**config.mk**
```make
export PLATFORM = sky130hd
export DESIGN_NAME = wb_master_standard
export DESIGN_NICKNAME = d
export VERILOG_FILES = /design/src/rtl/wb_master_standard.sv
export SDC_FILE = /design/constraint.sdc
export NUM_CORES = 1
export LEC_CHECK = 0
export ABC_CLOCK_PERIOD_IN_PS = 2220
export CAP_MARGIN = 5
export CORE_MARGIN = 1
export CORE_UTILIZATION = 41
export CTS_BUF_LIST = sky130_fd_sc_hd__clkbuf_8
export CTS_CLUSTER_SIZE = 40
export DETAILED_ROUTE_END_ITERATION = 7
export PLACE_DENSITY = 0.9
export SETUP_SLACK_MARGIN = 0.02
export SLEW_MARGIN = 10
export SYNTH_ARGS = -nofsm -noshare
export SYNTH_HDL_FRONTEND = slang
export SYNTH_SLANG_ARGS = --single-unit
```
**constraint.sdc**
```tcl
create_clock -name clk -period 2.22 [get_ports clk]
set_clock_uncertainty 0.1 [all_clocks]
set_input_delay 0.222 -clock clk [delete_from_list [all_inputs] [get_ports clk]]
set_output_delay 0.222 -clock clk [all_outputs]
set_load 0.005 [all_outputs]
```
**src/rtl/wb_master_standard.sv**
```systemverilog
// Wishbone classic single-transfer master: req/rsp handshake in, one WB cycle out.
// Optional BUS-phase timeout is built when WB_MASTER_TIMEOUT_EN is defined.
module wb_master_standard #(
    parameter int AW      = 32,
    parameter int DW      = 32,
    parameter int TIMEOUT = 255
) (
    input  logic            clk,
    input  logic            rst_n,
    input  logic            req_valid,
    output logic            req_ready,
    input  logic            req_we,
    input  logic [AW-1:0]   req_adr,
    input  logic [DW-1:0]   req_dat,
    input  logic [DW/8-1:0] req_sel,
    output logic            rsp_valid,
    input  logic            rsp_ready,
    output logic [DW-1:0]   rsp_dat,
    output logic            rsp_err,
    output logic            wb_cyc,
    output logic            wb_stb,
    output logic            wb_we,
    output logic [AW-1:0]   wb_adr,
    output logic [DW-1:0]   wb_dat_m,
    output logic [DW/8-1:0] wb_sel,
    input  logic [DW-1:0]   wb_dat_s,
    input  logic            wb_ack,
    input  logic            wb_stall
);

    typedef enum logic [1:0] {
        IDLE = 2'd0,
        BUS  = 2'd1,
        RESP = 2'd2
    } state_t;

    state_t            state_q, state_d;
    logic              we_q, we_d;
    logic [AW-1:0]     adr_q, adr_d;
    logic [DW-1:0]     dat_q, dat_d;
    logic [DW/8-1:0]   sel_q, sel_d;
    logic [DW-1:0]     rsp_dat_q, rsp_dat_d;

    // Classic mode: stall has no meaning for single transfers.
    logic unused_stall;
    assign unused_stall = wb_stall;

`ifdef WB_MASTER_TIMEOUT_EN
    localparam int CW = (TIMEOUT < 256) ? 8 : 16;
    logic [CW-1:0] cnt_q, cnt_d;
    logic [CW-1:0] cnt_inc;
    logic          err_q, err_d;
    assign cnt_inc = cnt_q + 1'b1;
    assign rsp_err = err_q;
`else
    localparam int unused_timeout = TIMEOUT;
    assign rsp_err = 1'b0;
`endif

    // Bus strobes and handshakes decode straight from the state register.
    assign req_ready = (state_q == IDLE);
    assign rsp_valid = (state_q == RESP);
    assign wb_cyc    = (state_q == BUS);
    assign wb_stb    = (state_q == BUS);
    assign wb_we     = we_q;
    assign wb_adr    = adr_q;
    assign wb_dat_m  = dat_q;
    assign wb_sel    = sel_q;
    assign rsp_dat   = rsp_dat_q;

    // Next-state and capture logic; ack has priority over timeout.
    always_comb begin
        state_d   = state_q;
        we_d      = we_q;
        adr_d     = adr_q;
        dat_d     = dat_q;
        sel_d     = sel_q;
        rsp_dat_d = rsp_dat_q;
`ifdef WB_MASTER_TIMEOUT_EN
        cnt_d     = cnt_q;
        err_d     = err_q;
`endif
        unique case (state_q)
            IDLE: begin
                if (req_valid) begin
                    we_d    = req_we;
                    adr_d   = req_adr;
                    dat_d   = req_dat;
                    sel_d   = req_sel;
                    state_d = BUS;
`ifdef WB_MASTER_TIMEOUT_EN
                    cnt_d   = '0;
`endif
                end
            end
            BUS: begin
                if (wb_ack) begin
                    rsp_dat_d = we_q ? '0 : wb_dat_s;
                    state_d   = RESP;
`ifdef WB_MASTER_TIMEOUT_EN
                    err_d     = 1'b0;
                end else if (cnt_inc == CW'(TIMEOUT)) begin
                    rsp_dat_d = '0;
                    err_d     = 1'b1;
                    cnt_d     = cnt_inc;
                    state_d   = RESP;
                end else begin
                    cnt_d     = cnt_inc;
`endif
                end
            end
            RESP: begin
                if (rsp_ready) begin
                    state_d = IDLE;
                end
            end
            default: begin
                state_d = IDLE;
            end
        endcase
    end

    // State and datapath registers, cleared asynchronously.
    always_ff @(posedge clk or negedge rst_n) begin
        if (!rst_n) begin
            state_q   <= IDLE;
            we_q      <= 1'b0;
            adr_q     <= '0;
            dat_q     <= '0;
            sel_q     <= '0;
            rsp_dat_q <= '0;
`ifdef WB_MASTER_TIMEOUT_EN
            cnt_q     <= '0;
            err_q     <= 1'b0;
`endif
        end else begin
            state_q   <= state_d;
            we_q      <= we_d;
            adr_q     <= adr_d;
            dat_q     <= dat_d;
            sel_q     <= sel_d;
            rsp_dat_q <= rsp_dat_d;
`ifdef WB_MASTER_TIMEOUT_EN
            cnt_q     <= cnt_d;
            err_q     <= err_d;
`endif
        end
    end

endmodule

```
# Yosys cells after proc, flatten, opt, wreduce, memory -nomap -nowiden
# Index checks and enable logic that the tools add are counted.
dict set report op_classes {
  n_eq_ne 5
  n_mux 5
  reduce_logical 4
}
# operator count
set op_table {}
lappend op_table {{$mux W32} 1}
lappend op_table {{$mux W2} 3}
lappend op_table {{$pmux W2 S3} 1}
lappend op_table {{$ne A2 B1 Y1 const B} 2}
lappend op_table {{$reduce_and A2 Y1} 2}
lappend op_table {{$reduce_and A3 Y1} 1}
lappend op_table {{$eq A2 B1 Y1 const B} 1}
lappend op_table {{$eq A2 B2 Y1 const B} 1}
lappend op_table {{$logic_not A2 Y1} 1}
lappend op_table {{$ne A2 B2 Y1 const B} 1}
dict set report totals {
  ff_bits 103
  input_bits 107
  output_inout_bits 106
}

# Logic depth before layout (Yosys ltp)
dict set report logic_depth {
  word_depth 3
  mapped_depth 4
  ltp_nobuf 2
}

# Worst setup path after synthesis
# OpenSTA, ideal clock, no wires.
dict set report synth_path {
  path_type {register to register}
  startpoint {register state_q[1]}
  endpoint {register adr_q[11], in the netlist wb_adr[11]}
  arrival_time_ps 1347
  required_time_ps 1993
  path_slack_ps 646
  stages_incl_launch_ff 5
  path_buffers 2
  synth_period_minus_slack_ps 1574
  path_cell_list {dfrtp_1 > nor3b_2 > buf_4 > buf_6 > mux2_1}
}
dict set report synth_via {
  elab_chain_cells 2
}
# item line_no
set synth_lines {}
lappend synth_lines {{start, declared} 37} ;# state_t state_q, state_d;
lappend synth_lines {{start signal, assigned} 137} ;# state_q <= state_d;
lappend synth_lines {{$logic_not A2 Y1} 83} ;# unique case (state_q)
lappend synth_lines {{$reduce_and A2 Y1 (no source line)} n/a}
lappend synth_lines {{end signal, assigned} 139} ;# adr_q <= adr_d;
lappend synth_lines {{end, declared} 39} ;# logic [AW-1:0] adr_q, adr_d;
# No other way between the ends.
# A chain may end at the register's enable or synchronous reset.

# Final worst setup path
dict set report layout_path {
  startpoint {register state_q[0]}
  endpoint {output port wb_stb}
}
dict set report layout_via {
  elab_chain_cells 1
}
# item line_no
set layout_lines {}
lappend layout_lines {{$eq A2 B1 Y1} 64} ;# assign wb_stb = (state_q == BUS);
lappend layout_lines {{end, declared} 21} ;# output logic wb_stb,
# No other way between the ends.

==> metrics.txt <==
Yosys reg bits=between 100 and 150; Pleak=roughly 2.7 nW; num rows=36; RSZ-0062 raised after global routing=no; Seq pwr share=0.398; most frequent cells in the layout=clkdlybuf4s50_1 (209), dfrtp_1 (103), mux2_2 (75); net switching power=~0.0022 W; final WL=between 9000 and 10,000 um; Least-Margin Pin Slew=519 ps; worst-path cell chain=nor2b_1 -> clkdlybuf4s50_1; average size of a mapped cell=between 15 and 20 sq um; Vias=a little under 3,000; post-synthesis cell type count=16; Max Used Layer=met4; Initial DRC Count=50; Via density=4.71; Synthesized Nets=370; first-pass GRT wire length=14,900 um; arrival time worst endpoint=1620 ps; Yosys warnings=0; antenna viol nets, final=0; Final period util=0.874; startpoint type of the worst setup path=register; Clock power frac=0.131; Syn Inst Count=between 200 and 300; Int Power=between 0.005 and 0.006 W; TritonCTS clock tree=done; final setup vio count=0; PD cells=between 1000 and 1500 mW/mm^2; reg2reg setup slack=approximately 580 ps; commonest non-fill, non-tap cell in the layout=clkdlybuf4s50_1; share of layout cells above drive strength 1=0.200; # diodes=0; vias in the first global route=3,074; Final HPWL DP=around 7000 um; die footprint=0.0104 sq mm; combinational power share=0.471; IO Pins=roughly 210; gpl congestion=approximately 0.75; final core occ=0.673; Global Route Usage Sum=0.190; Core Region=0.00973 sq mm; worst vdd ir=0.740 mV; register area share after synthesis=0.631; Die Width=between 100 and 150 um; CP peak stage delay=~540 ps; critical path's slowest cell=clkdlybuf4s50_1; Metal-1 WL=3630 um; initial antenna violation count=0; Final Critical Period=1940 ps; total grt overflow=0; DRT Pass-1 Iters=4; Clock Tree Buf Depth=2; Avg WL per Cell=~15 um; post-route insts no fill=slightly above 600; Hold Fails Final Rpt=0; met3 WL=a little under 800 um; Layout area overhead=60.2%; Total Nets Final=583; Met2 Wirelength=around 4800 um; WS Path Type=reg2out; Post-CTS Setup Repair Bufs=0; Crit. End Element=output port; # DRC=0; Num CTS Buffers=9; Port Buffers=210; DP Cell Count=just under 600; maxcap violations=0; clk root buf=clkbuf_8; clk sinks=just over 100; Max Clk Rate=515 MHz; die height=just over 100 um; Sw Share=0.276; worst skew pair latency=about 350 ps; largest net degree at the start of global routing=39; HP Class=in2async; H-Tree Depth=3; Initial Util=0.420; synthesized area=slightly above 0.004 sq mm; status=completed; setup TNS=0 ps; clock-pin slew on the worst setup and hold paths=90 ps; final slew viol count=0; CP Max Fanout=7; Worst EP required=between 1500 and 2000 ps; worst rel slew slack=0.654
==> metal layers <==
| metal | GRT usage | vias to the layer above |
|---|---|---|
| li1 | - | 1321 |
| met1 | 0.216 | 1407 |
| met2 | 0.320 | 136 |
| met3 | 0.0602 | 23 |
| met4 | 0.105 | 0 |
| met5 | 0 | - |
==> critical path: cells and delay by family, from the launching register on <==
kind / cells / cell delay, ps
buf+inv: 1 / 540
flops: 1 / 470
simple gates: 1 / 260
==> cell type report <==
class	instances	area, sq um
clock buffer	12	165
clock inverter	3	11.3
fill	698	3180
inverter	1	3.75
multi-input combinational	143	1410
sequential	103	2580
tap	133	166
timing repair buffer	218	2210
==> power groups by stage <==
stage	logic, W	registers, W	clock network [W]
2_1_floorplan	0.00141	0.00331	0
3_3_place_gp	0.00376	0.00321	0
3_5_place_dp	0.00386	0.00328	0
4_1_cts	0.00388	0.00325	0.00110
5_1_grt	0.00411	0.00336	0.00118
6_report	0.00382	0.00323	0.00106
==> metrics by stage <==
stage / setup slack (ps) / power, W / hold WS [ps] / instance area (sq um)
after global routing: 126 / 0.00865 / 332 / 6550
after detailed placement: 337 / 0.00714 / 133 / 6360
after floorplan: 646 / 0.00473 / -174 / 4090
after global placement: 349 / 0.00696 / 125 / 6360
after CTS: 232 / 0.00823 / 288 / 6550
final: 280 / 0.00811 / 292 / 6550
==> logic make-up (layout without fill, tap and decap cells) <==
logic type	Yosys count	after routing	synth area share
flip-flops	103	103	0.631
AND/OR/NAND/NOR	39	39	0.0613
buffers and inverters	17	234	0.0254
other	1	1	0.000918
multiplexers	101	101	0.278
AO/OA/AOI/OAI	2	2	0.00306
==> timing repair <==
action,4_1_cts,5_1_grt
hold buffers,1,0
hold endpoints to repair,36,0
gates resized for setup,0,0
==> cell usage after synthesis (all sizes together) <==
master | count | area [sq um]
dfrtp | 103 | 2580
mux2 | 101 | 1140
nor2b | 34 | 213
buf | 13 | 88.8
clkbuf | 3 | 11.3
nand2b | 2 | 12.5
a21o | 1 | 7.51
a21oi | 1 | 5.00
and3b | 1 | 8.76
conb | 1 | 3.75
inv | 1 | 3.75
nor2 | 1 | 3.75
nor3b | 1 | 12.5
==> worst paths after layout <==
check                               end       start  cells after the start
max                              wb_stb  state_q[0]                      2
min                         rsp_dat[12]       rst_n                      2
max reg2reg                wb_dat_m[22]  state_q[1]                      3
min reg2reg                  rsp_dat[9]  rsp_dat[9]                      1
max in group asynchronous    wb_adr[25]       rst_n                      3
min in group clk             state_q[1]   rsp_ready                      3
==> sequential cells by signal, summed over array words and instances (netlist names) <==
signal,count
wb_adr,32
rsp_dat,32
state_q,2
wb_we,1
wb_dat_m,32
wb_sel,4
No activity file was read; power rests on OpenSTA's default activity.
